File: config.mk
export PLATFORM = sky130hd
export DESIGN_NAME = prio2_enc_pipe
export DESIGN_NICKNAME = d
export VERILOG_FILES = /design/src/rtl/prio_pkg.sv /design/src/rtl/prio_find1.sv /design/src/rtl/prio2_enc_pipe.sv
export SDC_FILE = /design/constraint.sdc
export NUM_CORES = 1
export LEC_CHECK = 0
export CAP_MARGIN = 20
export CORE_MARGIN = 2
export CORE_UTILIZATION = 56
export CTS_BUF_LIST = sky130_fd_sc_hd__clkbuf_8
export DETAILED_ROUTE_END_ITERATION = 6
export PLACE_DENSITY = 0.82
export SETUP_SLACK_MARGIN = 0.5
export SYNTH_ARGS = -nofsm -noshare
export SYNTH_HDL_FRONTEND = slang
export SYNTH_HIERARCHICAL = 1
export SYNTH_SLANG_ARGS = --single-unit
export TNS_END_PERCENT = 30
File: constraint.sdc
create_clock -name clk -period 2.37 [get_ports clk]
set_input_delay 0.3555 -clock clk [delete_from_list [all_inputs] [get_ports clk]]
set_output_delay 0.3555 -clock clk [all_outputs]
set_load 0.03 [all_outputs]
File: src/rtl/prio_pkg.sv
// Shared definitions for the two-level priority encoder pipeline.
// Holds the default parameter values and the helper functions that derive
// the index and count widths. Each use site builds its own result struct
// from idx_w().
package prio_pkg;

   localparam int DEF_WIDTH     = 8;
   localparam bit DEF_MSB_FIRST = 1'b1;

   // Width of a bit index into a vector of the given width.
   function automatic int idx_w(input int width);
      return $clog2(width);
   endfunction

   // Width needed to hold a set-bit count from 0 up to the given width.
   function automatic int cnt_w(input int width);
      return $clog2(width + 1);
   endfunction

endpackage

File: src/rtl/prio_find1.sv
// Combinational single-level priority find.
// Returns the absolute position of the highest-priority set bit in vec.
// MSB_FIRST selects whether the top bit or bit 0 wins. When vec is all
// zero, none is raised and idx reads as 0.
module prio_find1
   import prio_pkg::*;
#(
   parameter int WIDTH      = DEF_WIDTH,
   parameter bit MSB_FIRST  = DEF_MSB_FIRST,
   localparam int IW        = idx_w(WIDTH)
) (
   input  logic [WIDTH-1:0] vec,
   output logic [IW-1:0]    idx,
   output logic             none
);

   // Scan toward the winning end so that the last hit seen is the winner.
   always_comb begin
      // NOTE: every output gets a default before the loop; otherwise a path
      // with no hit leaves idx unassigned and a latch is inferred.
      idx  = '0;
      none = ~|vec;
      if (MSB_FIRST) begin
         for (int i = 0; i < WIDTH; i++) begin
            if (vec[i]) idx = IW'(i);
         end
      end else begin
         for (int i = WIDTH - 1; i >= 0; i--) begin
            if (vec[i]) idx = IW'(i);
         end
      end
   end

endmodule

File: src/rtl/prio2_enc_pipe.sv
// Two-stage pipelined first/second priority encoder with valid/ready
// handshakes on both sides.
// Stage 1 captures the vector and its first hit; stage 2 masks that hit
// out, finds the second, and holds the results in the output registers.
// Optional feature: define PRIO2_POPCNT_EN to add the popcnt output,
// the number of set bits, carried alongside the result.
module prio2_enc_pipe
   import prio_pkg::*;
#(
   parameter int WIDTH      = DEF_WIDTH,
   parameter bit MSB_FIRST  = DEF_MSB_FIRST,
   localparam int IW        = idx_w(WIDTH)
`ifdef PRIO2_POPCNT_EN
   , localparam int CW      = cnt_w(WIDTH)
`endif
) (
   input  logic             clk,
   input  logic             reset_n,
   input  logic             in_valid,
   output logic             in_ready,
   input  logic [WIDTH-1:0] in_vec,
   output logic             out_valid,
   input  logic             out_ready,
   output logic [IW-1:0]    first_idx,
   output logic             first_none,
   output logic [IW-1:0]    second_idx,
   output logic             second_none
`ifdef PRIO2_POPCNT_EN
   , output logic [CW-1:0]  popcnt
`endif
);

   typedef struct packed {
      logic [IW-1:0] idx;
      logic          none;
   } prio_res_t;

   logic             s1_valid;
   logic [WIDTH-1:0] s1_vec;
   prio_res_t        s1_first;

   logic             s1_load;
   logic             s2_load;

   logic [IW-1:0]    find1_idx;
   logic             find1_none;
   logic [WIDTH-1:0] s2_masked;
   logic [IW-1:0]    find2_idx;
   logic             find2_none;

   // A stage loads when its downstream slot is free or draining this cycle,
   // so a full pipeline still accepts one vector per cycle.
   assign s2_load  = !out_valid || out_ready;
   assign s1_load  = !s1_valid || s2_load;
   assign in_ready = s1_load;

   // Stage 1 find on the incoming vector.
   prio_find1 #(
      .WIDTH     (WIDTH),
      .MSB_FIRST (MSB_FIRST)
   ) u_find_first (
      .vec  (in_vec),
      .idx  (find1_idx),
      .none (find1_none)
   );

   // Stage 2 find on the stored vector with its first hit cleared. An empty
   // vector stays empty after masking, so the second result is also none.
   assign s2_masked = s1_vec & ~(WIDTH'(1) << s1_first.idx);

   prio_find1 #(
      .WIDTH     (WIDTH),
      .MSB_FIRST (MSB_FIRST)
   ) u_find_second (
      .vec  (s2_masked),
      .idx  (find2_idx),
      .none (find2_none)
   );

`ifdef PRIO2_POPCNT_EN
   logic [CW-1:0] cnt_c;
   logic [CW-1:0] s1_cnt;

   // Count the set bits of the incoming vector alongside the stage-1 find.
   always_comb begin
      cnt_c = '0;
      for (int i = 0; i < WIDTH; i++) begin
         if (in_vec[i]) cnt_c = cnt_c + CW'(1);
      end
   end

   // Carry the count through stage 1, capturing only on an input transfer.
   always_ff @(posedge clk or negedge reset_n) begin
      if (!reset_n) begin
         s1_cnt <= '0;
      end else if (s1_load && in_valid) begin
         s1_cnt <= cnt_c;
      end
   end

   // Output count moves with the other results and holds while stalled.
   always_ff @(posedge clk or negedge reset_n) begin
      if (!reset_n) begin
         popcnt <= '0;
      end else if (s2_load && s1_valid) begin
         popcnt <= s1_cnt;
      end
   end
`endif

   // Stage 1 register: capture on transfer, bubble when nothing arrives.
   always_ff @(posedge clk or negedge reset_n) begin
      if (!reset_n) begin
         // NOTE: sequential state uses non-blocking assignments so every
         // register samples pre-edge values, whatever the block order.
         s1_valid      <= 1'b0;
         s1_vec        <= '0;
         s1_first.idx  <= '0;
         s1_first.none <= 1'b1;
      end else if (s1_load) begin
         s1_valid <= in_valid;
         if (in_valid) begin
            s1_vec        <= in_vec;
            s1_first.idx  <= find1_idx;
            s1_first.none <= find1_none;
         end
      end
   end

   // Output registers: load from stage 1 when the downstream slot is free.
   always_ff @(posedge clk or negedge reset_n) begin
      if (!reset_n) begin
         out_valid   <= 1'b0;
         first_idx   <= '0;
         first_none  <= 1'b1;
         second_idx  <= '0;
         second_none <= 1'b1;
      end else if (s2_load) begin
         out_valid <= s1_valid;
         if (s1_valid) begin
            first_idx   <= s1_first.idx;
            first_none  <= s1_first.none;
            second_idx  <= find2_idx;
            second_none <= find2_none;
         end
      end
   end

endmodule

==> flow_metrics.tcl, run 1 <==
set metrics [dict create \
    comb_power_share 0.284 \
    final_hold_viol_count 0 \
    cap_violations 0 \
    dr_total_vias 720 \
    fp.dieW_um 48.5 \
    cts_tree "done" \
    ys_top_cells_by_area "dfrtp_1 43%, mux2_4 14%, mux2_2 10%" \
    p_switching_uw 320 \
    ir_drop_uv 529 \
    slew_headroom 0.765 \
    intPower_uw 820 \
    synth_xor_area_frac 0 \
    fin_crit_ns 1.82 \
    dp_hpwl_um 1480 \
    critPathMaxFanout 2 \
    startpoint "first_none$_DFFE_PN1P_" \
    critPathRequiredTime_ns 2.01 \
    power.share.clock 0.303 \
    worst_pin_slew_ns 0.351 \
    cts-root-buf "clkbuf_8" \
    ctsHoldBuffers 0 \
    wl_per_cell_um 14.3 \
    drt.antenna.violating_nets 0 \
    critical_path.top_delay_family "buffers and inverters" \
    synth_mux_area_frac 0.237 \
    fmax_ghz 0.549 \
    clock-sinks 22 \
    post-route-drc-count 0 \
    area_growth_pct 27.3 \
    die_h_um 48.5 \
    grt_overflow_total 0 \
    synthSimpleGateAreaFrac 0.121 \
    grtUsageTotal 0.191 \
    die_area_um2 2350 \
    outcome "finished clean" \
    slew_viol_final 0 \
    fin_setup_tns_ns 0 \
    syn-cell-area_um2 1110 \
    pwr-share-seq 0.414 \
    synth-compound-area-share 0.0992 \
    start_util 0.577 \
    antenna_found_initial 0 \
    yosysSeqAreaShare 0.499 \
    multiInputGateArea_um2 507 \
    cts_inserted_buffers 3 \
    critPathSlowestCell "clkdlybuf4s50_1" \
    syn_avg_cell_area_um2 12.9 \
    yosys.area_share.adder 0 \
    diodes 0 \
    path_clk_slew_ns 0.08 \
    avgViaCountPerCell 5.26 \
    synth_top_family_by_area "multiplexers" \
    ys_ff_latch 22 \
    synth_cells 86 \
    io_buffers 21 \
    power.density_nw_per_um2 807 \
    setup_viol 0 \
    cp_num_buf_inv 1 \
    worst_setup_path_start_kind "register" \
    synth_top_area_frac 0.428 \
    r2r-start "s1_first[2]$_DFFE_PN0P_" \
    path_cells "clkdlybuf4s50_1" \
    holdWs_ns 0.439 \
    grt_max_degree 23 \
    switching_share 0.280 \
    core_um2 1920 \
    ys_warn_count 6 \
    grt-busiest-layer "met2" \
    critPathKind "register to output port" \
    first_pass_iters 4 \
    wl_um 1960 \
    num_io_pins 22 \
    rsz0062_at_grt "no" \
    fin_nets 123 \
    clock_path_buffers 2 \
    syn-num-nets 98 \
    end_kind "output port" \
    place_congestion 0.784 \
    grt_pass1_wl_um 3370 \
    use_met1 0.228 \
    grt_use_met2 0.345 \
    worst_path_largest_cell_delay_ns 0.66 \
    rows 16 \
    fillers 137 \
    drt-initial-drc-count 7 \
    regArea_um2 554 \
    fin_skew_ns 0.00455 \
    finalCritPeriodShare 0.768 \
    leakagePower_uw 0.000614 \
    yosysTopAreaCell "dfrtp_1" \
    worst_hold_path_type "input port to async pin" \
    critPathArrivalTime_ns 1.47 \
    clk_latency_ns 0.26 \
    h-tree-depth 1 \
    drive_gt1_frac 0.336 \
    met3_usage 0.0309 \
    synth_cell_types 21 \
    first_global_vias 726 \
]
[kinds of logic (layout without fill, tap and decap cells)]
logic type      count (synthesis)  after routing
compound gates                 16             16
buf+inv                        10             34
flops                          22             22
mux                            20             20
simple gates                   18             18
[layer usage]
layer / vias up / share of wire
met5: - / 0
met4: 0 / 0.010
met3: 2 / 0.031
met2: 20 / 0.52
met1: 353 / 0.44
li1: 345 / -
[registers in the layout, indices dropped and copies added (netlist names)]
register and count:
s1_valid 1, first_none 1, second_none 1, second_idx 3, first_idx 3, s1_vec 8
s1_first 4, out_valid 1
[path summary, 6_finish.rpt]
check | to | slack (ns) | cells past startpoint
max | first_none | 0.55 | 1
min reg2reg | second_idx[1]$_DFFE_PN0P_ | 0.50 | 1
max in group asynchronous | second_none$_DFFE_PN1P_ | 1.66 | 2
min | first_idx[1]$_DFFE_PN0P_ | 0.44 | 2
max reg2reg | second_idx[0]$_DFFE_PN0P_ | 0.74 | 7
min in group clk | second_idx[1]$_DFFE_PN0P_ | 0.50 | 1
[synthesized netlist by cell type]
cell,number
nor2_1,5
dfrtp_1,19
dfstp_2,3
nor4b_2,2
o21a_1,2
buf_8,1
nand2_2,3
o31a_1,2
nand3b_4,1
mux2_2,10
nand2b_1,3
nand2_4,1
clkbuf_1,1
a21oi_1,4
inv_1,8
a21boi_0,2
a31oi_1,2
mux2_4,10
nand2_1,1
o31ai_1,4
nor2_2,2
[worst register-to-register path, cell delays in order (launching register included)]
cell	delay (ns)
dfrtp_1	0.45
inv_1	0.14
nor2_1	0.07
a21boi_1	0.29
inv_1	0.08
a21oi_1	0.14
o31ai_1	0.08
mux2_2	0.26
[final cells by class]
class / count / share of cell area
Sequential cell: 22 / 0.392
Inverter: 8 / 0.0213
Timing Repair Buffer: 22 / 0.153
Multi-Input combinational cell: 54 / 0.359
Clock inverter: 1 / 0.0213
Tap cell: 27 / 0.0239
Clock buffer: 3 / 0.0292
[power by group through the flow]
stage	sequential, uW	clock, uW	combinational [uW]
6_report	471	345	323
4_1_cts	472	352	325
2_1_floorplan	527	0	158
3_3_place_gp	477	0	316
3_5_place_dp	479	0	324
5_1_grt	480	371	345
[per-stage QoR]
step            util  cell area (um^2)  setup WS (ns)  total power, uW  instances
2_1_floorplan      -              1110          0.841              685         86
6_report       0.735              1410          0.549             1140        137
4_1_cts        0.735              1410          0.544             1150        137
3_3_place_gp   0.699              1340          0.369              793        133
5_1_grt        0.735              1410          0.515             1200        137
3_5_place_dp   0.699              1340          0.353              802        133
[cell usage in the layout, fill, tap and decap left out, types with 2 or more instances in the layout]
master           Yosys  final
clkdlybuf4s50_1      0     20
inv_1                8      8
a31oi_1              2      2
nand2_2              3      3
mux2_4              10     10
o21a_1               2      2
nor2_2               2      2
a21oi_1              4      4
o31a_1               2      2
dfstp_2              3      3
o31ai_1              4      4
mux2_2              10     10
clkbuf_8             0      3
dfrtp_1             19     19
nor2_1               5      5
nand2b_1             3      3
nor4b_2              2      2
[repair_timing]
item | CTS | global route
buffers inserted | 0 | 0
resized for setup | 1 | 1
endpoints found under the setup margin | 1 | 1
(Power assumes the default switching activity.)
==> run 2, diff against run 1 <==
CORE_UTILIZATION = 52   (was 56)
PLACE_DENSITY = 0.76   (was 0.82)
clock period = 1.75 ns   (was 2.37 ns; I/O delays follow)
==> run 2 against run 1 <==
Net effect:
- die area grew 7.1%
- combinational power grew 43%
- worst setup slack lost 0.29 ns
- register-to-register slack lost 0.48 ns
- sequential share of layout area shrank 1.3 points
- utilization grew 0.87 points
- non-clock buffer count grew 6
- largest power group unchanged
==> flow_metrics.tcl, run 2 (synthesis results as in run 1) <==
set metrics [dict create \
    reg_top3 "s1_vec (8), s1_first (4)" \
    outcome "finished clean" \
    largest_register_ffs 8 \
    clock_path_buffers 2 \
    worst_hold_path_type "input port to async pin" \
    io_buffers 21 \
    drt.antenna.violating_nets 0 \
    diodes 0 \
    h-tree-depth 1 \
    fin_crit_ns 1.49 \
    fmax_ghz 0.670 \
    num_io_pins 22 \
    fin_nets 129 \
    wl_per_cell_um 14.9 \
    setup_viol 0 \
    cts_inserted_buffers 3 \
    slew_headroom 0.802 \
    path_depth 7 \
    wl_um 2130 \
    critPathArrivalTime_ns 1.65 \
    ir_drop_uv 677 \
    power.density_nw_per_um2 998 \
    drt-initial-drc-count 9 \
    drive_gt1_frac 0.526 \
    die_h_um 50.2 \
    rows 16 \
    first_global_vias 793 \
    comb_power_share 0.315 \
    fp.dieW_um 50.2 \
    slew_viol_final 0 \
    dp_hpwl_um 1510 \
    switching_share 0.310 \
    area_growth_pct 32.8 \
    start_util 0.560 \
    p_switching_uw 456 \
    leakagePower_uw 0.000650 \
    cts_tree "done" \
    critical_path.top_delay_family "flip-flops" \
    r2r_cells 7 \
    ctsHoldBuffers 0 \
    dr_total_vias 761 \
    critPathMaxFanout 5 \
    cp_num_buf_inv 2 \
    worst_pin_slew_ns 0.296 \
    first_pass_iters 4 \
    power.share.clock 0.248 \
    die_area_um2 2520 \
    end_kind "register" \
    grt_max_degree 23 \
    final_cell_mix "15 x dfrtp_1, 11 x mux2_4, 10 x clkdlybuf4s50_1" \
    place_congestion 0.760 \
    holdWs_ns 0.345 \
    clk_latency_ns 0.26 \
    cap_violations 0 \
    critPathRequiredTime_ns 1.90 \
    grt_overflow_total 0 \
    worst_setup_path_start_kind "register" \
    final_hold_viol_count 0 \
    intPower_uw 1010 \
    grt_pass1_wl_um 3670 \
    antenna_found_initial 0 \
    pwr-share-seq 0.437 \
    fin_setup_tns_ns 0 \
    top_register "s1_vec" \
    critPathKind "register to register" \
    path_cells "inv_2 > nor2_2 > a21boi_2 > inv_1 > a21oi_1 > o31ai_1 > mux2_2" \
    rsz0062_at_grt "yes" \
    grtUsageTotal 0.198 \
    mostFrequentLayoutCell "dfrtp_1" \
    fin_skew_ns 0.00425 \
    clock-sinks 22 \
    post-route-drc-count 0 \
    rrSetupSlack_ns 0.26 \
    finalCritPeriodShare 0.853 \
    core_um2 1980 \
    cts-root-buf "clkbuf_8" \
    critPathSlowestCell "dfrtp_2" \
    path_clk_slew_ns 0.08 \
    worst_path_largest_cell_delay_ns 0.46 \
    avgViaCountPerCell 5.32 \
]
-- run 2: routing by layer --
metal | GRT usage | vias up | wire length, um
met2 | 0.309 | 24 | 1000
met3 | 0.0179 | 7 | 85
met1 | 0.259 | 366 | 965
met4 | 0.139 | 0 | 70
met5 | 0 | - | 0
li1 | - | 364 | -
-- run 2: worst register-to-register path: stages (launching register included) --
cell	delay, ns
dfrtp_2	0.46
inv_2	0.10
nor2_2	0.06
a21boi_2	0.21
inv_1	0.07
a21oi_1	0.14
o31ai_1	0.09
mux2_2	0.26
-- run 2: final timing paths --
path	to	startpoint
max	second_idx[0]$_DFFE_PN0P_	s1_first[2]$_DFFE_PN0P_
min	s1_vec[4]$_DFFE_PN0P_	reset_n
max reg2reg	second_idx[0]$_DFFE_PN0P_	s1_first[2]$_DFFE_PN0P_
min reg2reg	second_idx[1]$_DFFE_PN0P_	second_idx[1]$_DFFE_PN0P_
max in group asynchronous	s1_first[0]$_DFFE_PN1P_	reset_n
min in group clk	out_valid$_DFFE_PN0P_	out_ready
-- run 2: power by group through the flow --
stage	Clock, uW	Combinational [uW]	Sequential (uW)
after global routing	388	498	654
after detailed placement	0	439	653
final	364	463	643
after global placement	0	430	647
after CTS	366	445	641
after floorplan	0	216	714
-- run 2: stage by stage --
step | std cells | total power [uW] | setup WS, ns | instance area, um^2 | utilization
2_1_floorplan | 86 | 931 | 0.375 | 1120 | -
3_3_place_gp | 133 | 1080 | 0.230 | 1350 | 0.679
3_5_place_dp | 133 | 1090 | 0.167 | 1350 | 0.679
4_1_cts | 142 | 1450 | 0.322 | 1440 | 0.725
5_1_grt | 143 | 1540 | 0.129 | 1470 | 0.744
6_report | 143 | 1470 | 0.257 | 1470 | 0.744
-- run 2: final cells by class --
type	count	area, um^2
fillers	126	508
clock buffers	4	55.1
flip-flops and latches	22	559
multi-input cells	54	538
well taps	27	33.8
inverters	8	30.0
repair buffers	28	258
-- run 2: repair_timing --
| item | CTS | global route |
|---|---|---|
| pin swaps | 3 | 0 |
| buffers inserted | 5 | 1 |
| gates resized for setup | 30 | 13 |
| setup endpoints to repair | 28 | 27 |
| endpoints found under the hold margin | 0 | 0 |
==> run 3, diff against run 2 <==
CORE_MARGIN = 5   (was 2)
==> run 3 against run 2 <==
Net effect:
- hold slack barely moved
- worst setup slack better by 0.0074 ns
- register-to-register slack is essentially flat
- critical endpoint unchanged
- largest power group unchanged
==> flow_metrics.tcl, run 3 (synthesis results as in run 1) <==
set metrics [dict create \
    ctsHoldBuffers 0 \
    io_buffers 21 \
    ir_drop_uv 649 \
    die_area_um2 3160 \
    setup_viol 0 \
    grtUsageTotal 0.147 \
    place_congestion 0.826 \
    placed_cells 133 \
    fmax_ghz 0.673 \
    die_h_um 56.2 \
    finalCritPeriodShare 0.849 \
    end_kind "register" \
    worst_hold_path_type "input port to register" \
    critPathSlowestCell "dfrtp_2" \
    critPathRequiredTime_ns 1.90 \
    mostFrequentLayoutCell "dfrtp_1" \
    holdPathStages 3 \
    dp_hpwl_um 1500 \
    grt_pass1_wl_um 3660 \
    diodes 0 \
    drive_gt1_frac 0.496 \
    slew_headroom 0.745 \
    stdcell_count 142 \
    wl_um 2090 \
    critPathMaxFanout 4 \
    rrSetupSlack_ns 0.26 \
    path_depth 7 \
    fp.dieW_um 56.2 \
    rows 16 \
    critPathKind "register to register" \
    cts_inserted_buffers 3 \
    r2r_cells 7 \
    power.density_nw_per_um2 1000 \
    cap_violations 0 \
    avgViaCountPerCell 5.38 \
    grt_max_degree 23 \
    largest_register_ffs 8 \
    drt-initial-drc-count 2 \
    worst_path_largest_cell_delay_ns 0.44 \
    setup_ws_ns 0.265 \
    leakagePower_uw 0.000639 \
    pre_cts_ws_ns 0.207 \
    fin_crit_ns 1.49 \
    cts_tree "done" \
    fin_nets 128 \
    clock_path_buffers 2 \
    path_cells "inv_2 > nor2_2 > a21boi_1 > inv_1 > a21oi_2 > o31ai_1 > mux2_2" \
    wl_per_cell_um 14.7 \
    antenna_found_initial 0 \
    grt_overflow_total 0 \
    cts-root-buf "clkbuf_8" \
    fin_skew_ns 0.00220 \
    outcome "finished clean" \
    worst_pin_slew_ns 0.380 \
    drt.antenna.violating_nets 0 \
    final_hold_viol_count 0 \
    rsz0062_at_grt "yes" \
    slew_viol_final 0 \
    critical_path.top_delay_family "compound AO/OA/AOI/OAI gates" \
    core_um2 2000 \
    holdWs_ns 0.344 \
    path_clk_slew_ns 0.08 \
    critPathArrivalTime_ns 1.64 \
    num_io_pins 22 \
    reg_top3 "s1_vec (8), s1_first (4)" \
    first_global_vias 820 \
    top_register "s1_vec" \
    post-route-drc-count 0 \
    first_pass_iters 4 \
    area_growth_pct 30.9 \
    fin_setup_tns_ns 0 \
    fillers 138 \
    dr_total_vias 764 \
    start_util 0.554 \
    h-tree-depth 1 \
    total_power_uw 1450 \
    clk_latency_ns 0.26 \
    final_cell_mix "15 x dfrtp_1, 11 x mux2_4, 10 x clkdlybuf4s50_1" \
    cp_num_buf_inv 2 \
    clock-sinks 22 \
    worst_setup_path_start_kind "register" \
]
run 3: stage by stage:
stage | instance area, um^2 | util
after global routing | 1450 | 0.726
final | 1450 | 0.726
after floorplan | 1120 | -
after global placement | 1350 | 0.672
after CTS | 1430 | 0.715
after detailed placement | 1350 | 0.672
run 3: timing repair:
| action | CTS | global route |
|---|---|---|
| endpoints found under the setup margin | 17 | 29 |
| gates resized for setup | 28 | 8 |
| buffers inserted | 4 | 1 |
| pin swaps | 4 | 3 |
run 3: layout make-up:
class                      count  area, um^2  share of cell area
clock buffer                   4        55.1              0.0379
inverter                       8        30.0              0.0207
multi-input combinational     54         536               0.369
tap                           27        33.8              0.0233
sequential                    22         559               0.385
timing repair buffer          27         239               0.165
run 3: worst min-delay path: stages:
cell and delay [ns]:
dlymetal6s2s_1 0.10, nand2b_1 0.14, nand2b_1 0.07
run 3: routing by layer:
layer	share of wire	track usage	up-vias	wire length, um
met2	0.50	0.234	24	1040
met5	0	0	-	0
li1	-	-	360	-
met1	0.43	0.176	374	894
met3	0.044	0.0255	6	92
met4	0.027	0.105	0	57
run 3: report_power, final:
group | switching (uW) | leakage (uW) | total [uW] | internal (uW)
Combinational | 240 | 0.000375 | 453 | 213
Sequential | 51.4 | 0.000235 | 639 | 587
Clock | 160 | 0.0000288 | 361 | 200
Total | 451 | 0.000639 | 1450 | 1000
run 3: final timing paths:
check                                    startpoint                         to
setup reg to reg            s1_first[2]$_DFFE_PN0P_  second_idx[0]$_DFFE_PN0P_
max in group asynchronous                   reset_n    s1_first[0]$_DFFE_PN1P_
hold reg to reg            first_idx[1]$_DFFE_PN0P_   first_idx[1]$_DFFE_PN0P_
hold / removal                            out_ready      out_valid$_DFFE_PN0P_
min in group asynchronous                   reset_n      out_valid$_DFFE_PN0P_
setup / recovery            s1_first[2]$_DFFE_PN0P_  second_idx[0]$_DFFE_PN0P_
